**config.mk**
```make
export PLATFORM = sky130hd
export DESIGN_NAME = seq_divider_16by8
export DESIGN_NICKNAME = d
export VERILOG_FILES = /design/src/rtl/arith_pkg.sv /design/src/rtl/seq_divider_16by8_div_step.sv /design/src/rtl/seq_divider_16by8.sv
export SDC_FILE = /design/constraint.sdc
export NUM_CORES = 1
export LEC_CHECK = 0
export ABC_AREA = 1
export ABC_CLOCK_PERIOD_IN_PS = 2400
export BUFFER_PORTS_ARGS = -buffer_cell sky130_fd_sc_hd__clkbuf_2
export CAP_MARGIN = 0
export CORE_UTILIZATION = 54
export CTS_CLUSTER_SIZE = 24
export DETAILED_ROUTE_END_ITERATION = 16
export PLACE_DENSITY_LB_ADDON = 0.1
export SLEW_MARGIN = 20
export SYNTH_ARGS = -nofsm -noshare
export SYNTH_HDL_FRONTEND = slang
export SYNTH_SLANG_ARGS = --single-unit
export TNS_END_PERCENT = 30
```
**constraint.sdc**
```tcl
create_clock -name clk -period 2.4 [get_ports clk]
set_clock_uncertainty 0.2 [all_clocks]
set_input_delay 0.36 -clock clk [delete_from_list [all_inputs] [get_ports clk]]
set_output_delay 0.36 -clock clk [all_outputs]
set_load 0.005 [all_outputs]
```
**src/rtl/arith_pkg.sv**
```systemverilog
// arith_pkg: shared widths, divider FSM states and divide-by-zero quotient
package arith_pkg;
  localparam int DIV_DW = 16;
  localparam int DIV_VW = 8;
  typedef enum logic [1:0] {IDLE, BUSY, DONE} div_state_e;
  localparam logic [DIV_DW-1:0] DIV0_QUOTIENT = {DIV_DW{1'b1}};
endpackage

```
**src/rtl/seq_divider_16by8_div_step.sv**
```systemverilog
// div_step: one radix-2 restoring step (r, next dividend bit, d) -> (r_next, q_bit)
// Ports: r_i partial remainder, bit_i next dividend bit, d_i divisor,
//        r_next_o updated remainder, q_bit_o quotient bit
module div_step #(
  parameter int VW = 8
) (
  input  logic [VW-1:0] r_i,
  input  logic          bit_i,
  input  logic [VW-1:0] d_i,
  output logic [VW-1:0] r_next_o,
  output logic          q_bit_o
);
  logic [VW:0] t;
  assign t = {r_i, bit_i};
  assign q_bit_o = t >= {1'b0, d_i};
  // after a successful subtract the result always fits back into VW bits
  assign r_next_o = q_bit_o ? VW'(t - {1'b0, d_i}) : t[VW-1:0];
endmodule

```
**src/rtl/seq_divider_16by8.sv**
```systemverilog
// seq_divider_16by8: sequential radix-2 restoring divider, DW/VW unsigned, valid/ready on both sides
// Ports: clk/rst, in_valid/in_ready + dividend/divisor accept an operation,
//        out_valid/out_ready + quotient/remainder/div_by_zero return the result
module seq_divider_16by8 import arith_pkg::*; #(
  parameter int DW = DIV_DW,
  parameter int VW = DIV_VW
) (
  input  logic          clk,
  input  logic          rst,
  input  logic          in_valid,
  output logic          in_ready,
  input  logic [DW-1:0] dividend,
  input  logic [VW-1:0] divisor,
  output logic          out_valid,
  input  logic          out_ready,
  output logic [DW-1:0] quotient,
  output logic [VW-1:0] remainder,
  output logic          div_by_zero
);
  localparam int CW = $clog2(DW);
  div_state_e    state_q;
  logic [DW-1:0] q_q;
  logic [VW-1:0] d_q, r_q, r_d;
  logic [CW-1:0] cnt_q;
  logic          dz_q, q_bit_d;
  div_step #(.VW(VW)) u_step (
    .r_i      (r_q),
    .bit_i    (q_q[DW-1]),
    .d_i      (d_q),
    .r_next_o (r_d),
    .q_bit_o  (q_bit_d)
  );
  always_ff @(posedge clk)
    if (rst) begin
      state_q <= IDLE;
      q_q     <= '0;
      d_q     <= '0;
      r_q     <= '0;
      cnt_q   <= '0;
      dz_q    <= 1'b0;
    end else begin
      case (state_q)
        IDLE: if (in_valid) begin
          d_q     <= divisor;
          cnt_q   <= '0;
          dz_q    <= divisor == '0;
          q_q     <= divisor == '0 ? '1 : dividend;
          r_q     <= divisor == '0 ? dividend[VW-1:0] : '0;
          state_q <= divisor == '0 ? DONE : BUSY;
        end
        BUSY: begin
          r_q     <= r_d;
          q_q     <= {q_q[DW-2:0], q_bit_d};
          cnt_q   <= cnt_q + 1'b1;
          state_q <= cnt_q == CW'(DW - 1) ? DONE : BUSY;
        end
        DONE: state_q <= out_ready ? IDLE : DONE;
        default: state_q <= IDLE;
      endcase
    end
  assign in_ready    = state_q == IDLE;
  assign out_valid   = state_q == DONE;
  assign quotient    = q_q;
  assign remainder   = r_q;
  assign div_by_zero = dz_q;
endmodule

```
==> flow_summary.yaml, run 1 <==
timing:
  timing.final.ws_setup_ps: 401
  tightest_slew_ps: 372
  period_share_pct: 83.3
  grt_setup_unrepaired: "false"
  relSlewSlack_pct: 75.2
  final-hold-violation-count: 0
  fin_crit_ps: 2000
  fmax_mhz: 500
  setup_tns_ps: 0
  hold_ws_ps: 115
  maxSlewViolCount: 0
  finalSetupViolCount: 0
layout:
  finish.cell_count_without_fillers: 438
  syn_to_final_growth_pct: 18.3
  num-fill-cells: 379
  diodes: 0
  fin_nets: 425
  drive_gt1_share_pct: 23.2
logic_synthesis:
  synth.yosys.seq_area_share_pct: 33.6
  synth_cell_types: 36
  yosys.area.top_type_share_pct: 33.6
  syn_inst: 334
  synth_top_cell_by_area: "dfxtp_1"
  ys_ff_latch: 39
  synth.net_count: 372
  synth_area_um2: 2330
  ys_top_cells_by_area: "dfxtp_1 (34%), nand2_1 (11%), a21oi_1 (6.2%), inv_1 (5.5%), nand3_1 (5.2%)"
  yosysWarnings: 0
  syn_avg_cell_area_um2: 6.96
cts:
  hold_buffers: 0
  post_cts.repair.setup_buffers: 0
  root_buffer: "clkbuf_8"
  cts_tree: "built"
  cts-resized-gates: 0
  clk_latency_ps: 300
  clock_path_buffers: 2
  h-tree-depth: 2
  clock-sinks: 39
  cts_buffers: 5
  clk_pin_slew_ps: 80
routing:
  viasPerCell: 5.31
  firstDrtPassIters: 4
  drc: 0
  drt-total-wl_um: 5560
  vias: 2327
  wl_per_cell_um: 12.7
  drtAntennaViolNets: 0
  drt_iter0_drc: 186
setup_path:
  reg2reg_slack_ps: 400
  cp.required_ps: 2430
  timing.rr.start: "remainder[4]$_SDFFE_PP0P_"
  r2r_cells: 9
  end_kind: "flop"
  startpoint_type: "flop"
  crit_type: "flop to flop"
  reg2reg_to: "remainder[7]$_SDFFE_PP0P_"
  crit_arrival_ps: 2030
  crit_fanout: 9
pwr:
  powerDensity_nw_per_um2: 760
  power_w: 0.00209
  ir_worst_vdd_uv: 490
  leakagePower_nw: 1.42
global_route:
  grt_max_degree: 42
  antenna_found_initial: 0
  grt_pass1_wl_um: 9050
  grt_overflow: 0
  track_usage_pct: 26.5
  grt_pass1_vias: 1971
floorplan:
  die_area_um2: 4570
  die_height_um: 67.6
  num_rows: 23
  fp.coreArea_um2: 4060
  initial_core_util_pct: 57.3
  fp.dieW_um: 67.6
  ios: 55
placement:
  dp_slack_ps: 457
  dp_hpwl_um: 4100
  dp_cells: 430
  port_buffers: 54
  gp_congestion: 0.905
worst_hold_path:
  min_to: "quotient[0]$_SDFFE_PP0P_"
  hold_start: "rst"
  hold_depth: 2
  hp-class: "input pin to flop"
outcome:
  status: "finished, final reports clean"
flow_run:
  maxCapViolCount: 0
-- cells in the final DEF (no fill, tap or decap), drive strengths merged, types with 9 or more instances in the layout --
cell type   n
dfxtp      39
a21oi      29
o21ai      35
ha          9
nor2       23
nand3      24
inv        46
clkbuf     60
nand2      71
-- flip-flops by register name (all words and copies together), names as in the netlist --
signal,flops
cnt_q,4
d_q,8
remainder,8
quotient,16
state_q,2
div_by_zero,1
-- worst max-delay path, stage by stage (launching register included) --
cell	delay, ps
dfxtp_1	360
ha_1	390
nand2_1	130
nor3_1	200
nand2_2	160
nand2_2	180
nand2_1	100
nand2_1	60
nand2_1	40
a21oi_1	120
-- synthesized netlist by cell type (all sizes together) --
cell and number:
or2 1, inv 46, dfxtp 39, nand2 71, a31oi 8, o221a 1
a21oi 29, o22ai 1, nand3 24, nand3b 5, o31ai 1, o211ai 3
nand4 3, clkbuf 4, fa 1, a22oi 1, xor2 3, mux2i 8
a211oi 1, nor3 6, clkinv 1, ha 9, buf 10, o21ai 35
nor2 23
-- power by group --
| part | internal, W | switching [W] |
|---|---|---|
| logic | 0.000265 | 0.000401 |
| registers | 0.000710 | 0.0000521 |
| clock network | 0.000416 | 0.000248 |
| total | 0.00139 | 0.000701 |
-- cell type report --
| cell class | instances | area, um^2 | share of cell area (%) |
|---|---|---|---|
| Timing Repair Buffer | 60 | 315 | 11.5 |
| Clock buffer | 6 | 72.6 | 2.64 |
| Sequential cell | 39 | 781 | 28.4 |
| Inverter | 47 | 184 | 6.68 |
| Multi-Input combinational cell | 234 | 1280 | 46.4 |
| Clock inverter | 2 | 60.1 | 2.18 |
| Tap cell | 50 | 62.6 | 2.27 |
-- worst max-delay path by stage --
stage,startpoint,end,slack (ps),cells past startpoint
2_1_floorplan,remainder[5]$_SDFFE_PP0P_,remainder[7]$_SDFFE_PP0P_,600,11
3_3_place_gp,d_q[6]$_SDFFE_PP0P_,remainder[7]$_SDFFE_PP0P_,480,10
3_5_place_dp,d_q[4]$_SDFFE_PP0P_,remainder[7]$_SDFFE_PP0P_,460,12
4_1_cts,d_q[4]$_SDFFE_PP0P_,remainder[7]$_SDFFE_PP0P_,410,12
5_1_grt,d_q[6]$_SDFFE_PP0P_,remainder[7]$_SDFFE_PP0P_,200,10
6_report,remainder[4]$_SDFFE_PP0P_,remainder[7]$_SDFFE_PP0P_,400,9
-- cell families after synthesis --
| group | Yosys count | synth area share (%) |
|---|---|---|
| AO/OA/AOI/OAI | 80 | 18.8 |
| XOR/XNOR | 3 | 1.13 |
| adder cells (fa/ha/maj) | 10 | 5.70 |
| buffers and inverters | 61 | 11.5 |
| flip-flops | 39 | 33.6 |
| multiplexers | 8 | 3.44 |
| AND/OR/NAND/NOR | 133 | 25.9 |
-- layer usage --
layer | vias to the layer above | routed length, um | track usage, %
met2 | 75 | 2440 | 41.1
li1 | 1215 | - | -
met5 | - | 0 | 0
met3 | 6 | 337 | 6.08
met1 | 1031 | 2720 | 35.9
met4 | 0 | 70 | 8.78
-- stage by stage --
| stage | util (%) | area, um^2 |
|---|---|---|
| finish | 67.8 | 2750 |
| CTS | 67.8 | 2750 |
| global placement | 64.6 | 2620 |
| floorplan | - | 2330 |
| global route | 67.8 | 2750 |
| detailed placement | 64.6 | 2620 |
(Power assumes the default switching activity.)
==> run 2: changes to the inputs <==
--- a/config.mk
+++ b/config.mk
@@ -5,11 +5,11 @@
 export SDC_FILE = /design/constraint.sdc
 export NUM_CORES = 1
 export LEC_CHECK = 0
-export ABC_AREA = 1
-export ABC_CLOCK_PERIOD_IN_PS = 2400
+export ABC_AREA = 0
+export ABC_CLOCK_PERIOD_IN_PS = 1870
 export BUFFER_PORTS_ARGS = -buffer_cell sky130_fd_sc_hd__clkbuf_2
 export CAP_MARGIN = 0
-export CORE_UTILIZATION = 54
+export CORE_UTILIZATION = 53
 export CTS_CLUSTER_SIZE = 24
 export DETAILED_ROUTE_END_ITERATION = 16
 export PLACE_DENSITY_LB_ADDON = 0.1
==> constraint.sdc (replaced) <==
create_clock -name clk -period 1.87 [get_ports clk]
set_clock_uncertainty 0.2 [all_clocks]
set_input_delay 0.2805 -clock clk [delete_from_list [all_inputs] [get_ports clk]]
set_output_delay 0.2805 -clock clk [all_outputs]
set_load 0.005 [all_outputs]
==> run 2 against run 1 <==
Effect of this change: the flow now finishes with violations (negative setup slack); die area shrank 4.4%; synthesized cell count is 17% lower; design area increased by 11%; sequential power up 27%; sequential cell count stayed put; clock power down 16%; non-clock buffer count up 41; maximum frequency fell by 7.8%; register-to-register slack lost 700 ps; critical path type unchanged; largest power group is now combinational logic.
==> flow_summary.yaml, run 2 <==
logic_synthesis:
  synth_compound_area_share_pct: 22.3
  yosys_most_used_dff: "dfxtp_1"
  yosysWarnings: 0
  async_flop_share_pct: 0
  synth_mux_area_share_pct: 2.81
  syn_avg_cell_area_um2: 7.89
  ys_top_cells_by_area: "dfxtp_1 (36%), nor2_1 (9.0%), nand2_1 (6.7%), a21oi_1 (5.5%), ha_1 (5.2%)"
  ys_ff_latch: 39
  yosysMostFrequentCell: "nor2_1"
  synth.yosys.seq_area_share_pct: 35.8
  synth_area_um2: 2180
  synth_xor_area_share_pct: 0.804
  synth_common_cells: "nor2_1 (52), dfxtp_1 (39), nand2_1 (39)"
  synth.net_count: 314
  yosys.area_share.adder_pct: 6.09
  synth_top_cell_by_area: "dfxtp_1"
  synth_top_family_by_area: "simple AND/OR/NAND/NOR gates"
  synth_simple_gate_area_share_pct: 26.0
  synth_edf_count: 0
  synth_cell_types: 44
  syn_inst: 276
  yosys.area.top_type_share_pct: 35.8
routing:
  drtAntennaViolNets: 0
  drt-total-wl_um: 6060
  wl_per_cell_um: 14.6
  drt_iter0_drc: 140
  met3_length_um: 349
  wl_met2_um: 2990
  wl_met1_um: 2600
  highest_layer: "met4"
  drc: 0
  firstDrtPassIters: 4
  vias: 2335
  viasPerCell: 5.63
setup_path:
  crit_arrival_ps: 2170
  reg2reg_to: "remainder[1]$_SDFFE_PP0P_"
  end_kind: "flop"
  cp.required_ps: 1870
  reg2reg_slack_ps: -300
  timing.rr.start: "d_q[6]$_SDFFE_PP0P_"
  crit_fanout: 6
  r2r_cells: 9
  startpoint_type: "flop"
  crit_type: "flop to flop"
placement:
  gp_congestion: 0.842
  dp_hpwl_um: 4400
  port_buffers: 54
worst_hold_path:
  hold_start: "divisor[1]"
  hold_depth: 3
  hp-class: "input pin to flop"
  min_to: "d_q[1]$_SDFFE_PP0P_"
layout:
  diodes: 0
  drive_gt1_share_pct: 41.1
  layout_common_cells: "clkbuf_2 (54), nor2_1 (52), buf_4 (44), nand2_1 (39), dfxtp_1 (32)"
  largest_reg_flops: 16
  fin_nets: 404
  syn_to_final_growth_pct: 40.1
  final_common_cell: "clkbuf_2"
  num-fill-cells: 260
floorplan:
  num_rows: 22
  initial_core_util_pct: 57.3
  die_height_um: 66.1
  die_area_um2: 4370
  fp.coreArea_um2: 3800
  ios: 55
  fp.dieW_um: 66.1
outcome:
  violations: "negative setup slack"
  status: "finished with violations"
cts:
  h-tree-depth: 2
  clk_pin_slew_ps: 80
  clock-sinks: 39
  clock_path_buffers: 2
  root_buffer: "clkbuf_8"
  cts_buffers: 5
  cts_tree: "built"
  hold_buffers: 0
  clk_latency_ps: 300
timing:
  fin_crit_ps: 2170
  finalSetupViolCount: 9
  hold_ws_ps: 33.4
  maxSlewViolCount: 0
  tightest_slew_ps: 476
  grt_setup_unrepaired: "true"
  setup_tns_ps: -1930
  final-hold-violation-count: 0
  period_share_pct: 116
  fmax_mhz: 461
  timing.final.ws_setup_ps: -299
  relSlewSlack_pct: 68.2
pwr:
  powerDensity_nw_per_um2: 839
  ir_worst_vdd_uv: 570
  leakagePower_nw: 1.35
  power_w: 0.00256
flow_run:
  maxCapViolCount: 0
global_route:
  grt_pass1_vias: 2229
  grt_pass1_wl_um: 9520
  antenna_found_initial: 0
  grt_max_degree: 21
  grt_overflow: 0
  track_usage_pct: 28.6
-- run 2: cell count changes after synthesis, moves of 8 or more --
cell     previous run  this run
nand3_1            24         8
inv_2              11         0
nor4_1              0         8
nand2_1            67        39
inv_1              34        11
nor2_1             20        52
o21ai_1            23         0
-- run 2: repair_timing --
action                                  in CTS  in global routing
buffers inserted                             1                  2
endpoints found under the setup margin       9                  9
pin swaps                                    4                  8
gates resized for setup                      1                 11
-- run 2: cells by family (layout without fill, tap and decap cells) --
| group | Yosys count | in the layout |
|---|---|---|
| adder cells (fa/ha/maj) | 10 | 10 |
| buffers and inverters | 29 | 120 |
| flip-flops | 39 | 39 |
| XOR/XNOR | 2 | 2 |
| AND/OR/NAND/NOR | 127 | 127 |
| multiplexers | 6 | 6 |
| AO/OA/AOI/OAI | 63 | 63 |
-- run 2: layout make-up --
cell class / count / area, um^2 / share of cell area, %
clock buffers: 5 / 68.8 / 2.25
clock inverters: 3 / 15.0 / 0.492
inverters: 11 / 41.3 / 1.35
multi-input cells: 208 / 1440 / 47.0
flip-flops and latches: 39 / 790 / 25.9
well taps: 48 / 60.1 / 1.97
repair buffers: 101 / 643 / 21.1
-- run 2: power breakdown --
part / internal [W] / total (W) / switching [W]
Sequential: 0.000905 / 0.000967 / 0.0000619
Combinational: 0.000511 / 0.00104 / 0.000527
Clock: 0.000255 / 0.000557 / 0.000302
Total: 0.00167 / 0.00256 / 0.000890
-- run 2: worst max-delay path, cell delays in order (launching register included) --
cell and delay, ps:
dfxtp_2 330, inv_1 90, ha_4 220, a21oi_2 190
o221a_2 240, o31ai_4 130, buf_6 170, nand2_1 100
o21ai_4 70, a2111oi_4 330
-- run 2: per-layer routing --
layer	track usage [%]	up-vias
met3	5.86	15
met2	50.4	91
met4	9.84	0
met1	34.3	1080
li1	-	1149
met5	0	-
-- run 2: worst max path at each step --
| stage | from | end | slack, ps | cells past startpoint |
|---|---|---|---|---|
| 3_3_place_gp | d_q[7]$_SDFFE_PP0P_ | remainder[2]$_SDFFE_PP0P_ | -200 | 7 |
| 2_1_floorplan | quotient[15]$_SDFFE_PP0P_ | remainder[1]$_SDFFE_PP0P_ | -90 | 8 |
| 4_1_cts | d_q[2]$_SDFFE_PP0P_ | remainder[1]$_SDFFE_PP0P_ | -280 | 8 |
| 6_report | d_q[6]$_SDFFE_PP0P_ | remainder[1]$_SDFFE_PP0P_ | -300 | 9 |
| 5_1_grt | d_q[6]$_SDFFE_PP0P_ | remainder[1]$_SDFFE_PP0P_ | -350 | 9 |
| 3_5_place_dp | d_q[4]$_SDFFE_PP0P_ | remainder[1]$_SDFFE_PP0P_ | -270 | 9 |
-- run 2: stage by stage --
stage               util (%)  setup slack [ps]  std cells  area, um^2
finish                  80.4              -299        415        3050
global route            80.4              -349        415        3050
CTS                     78.2              -282        413        2970
detailed placement      75.7              -275        404        2880
global placement        75.7              -200        404        2880
floorplan                  -             -94.8        276        2300
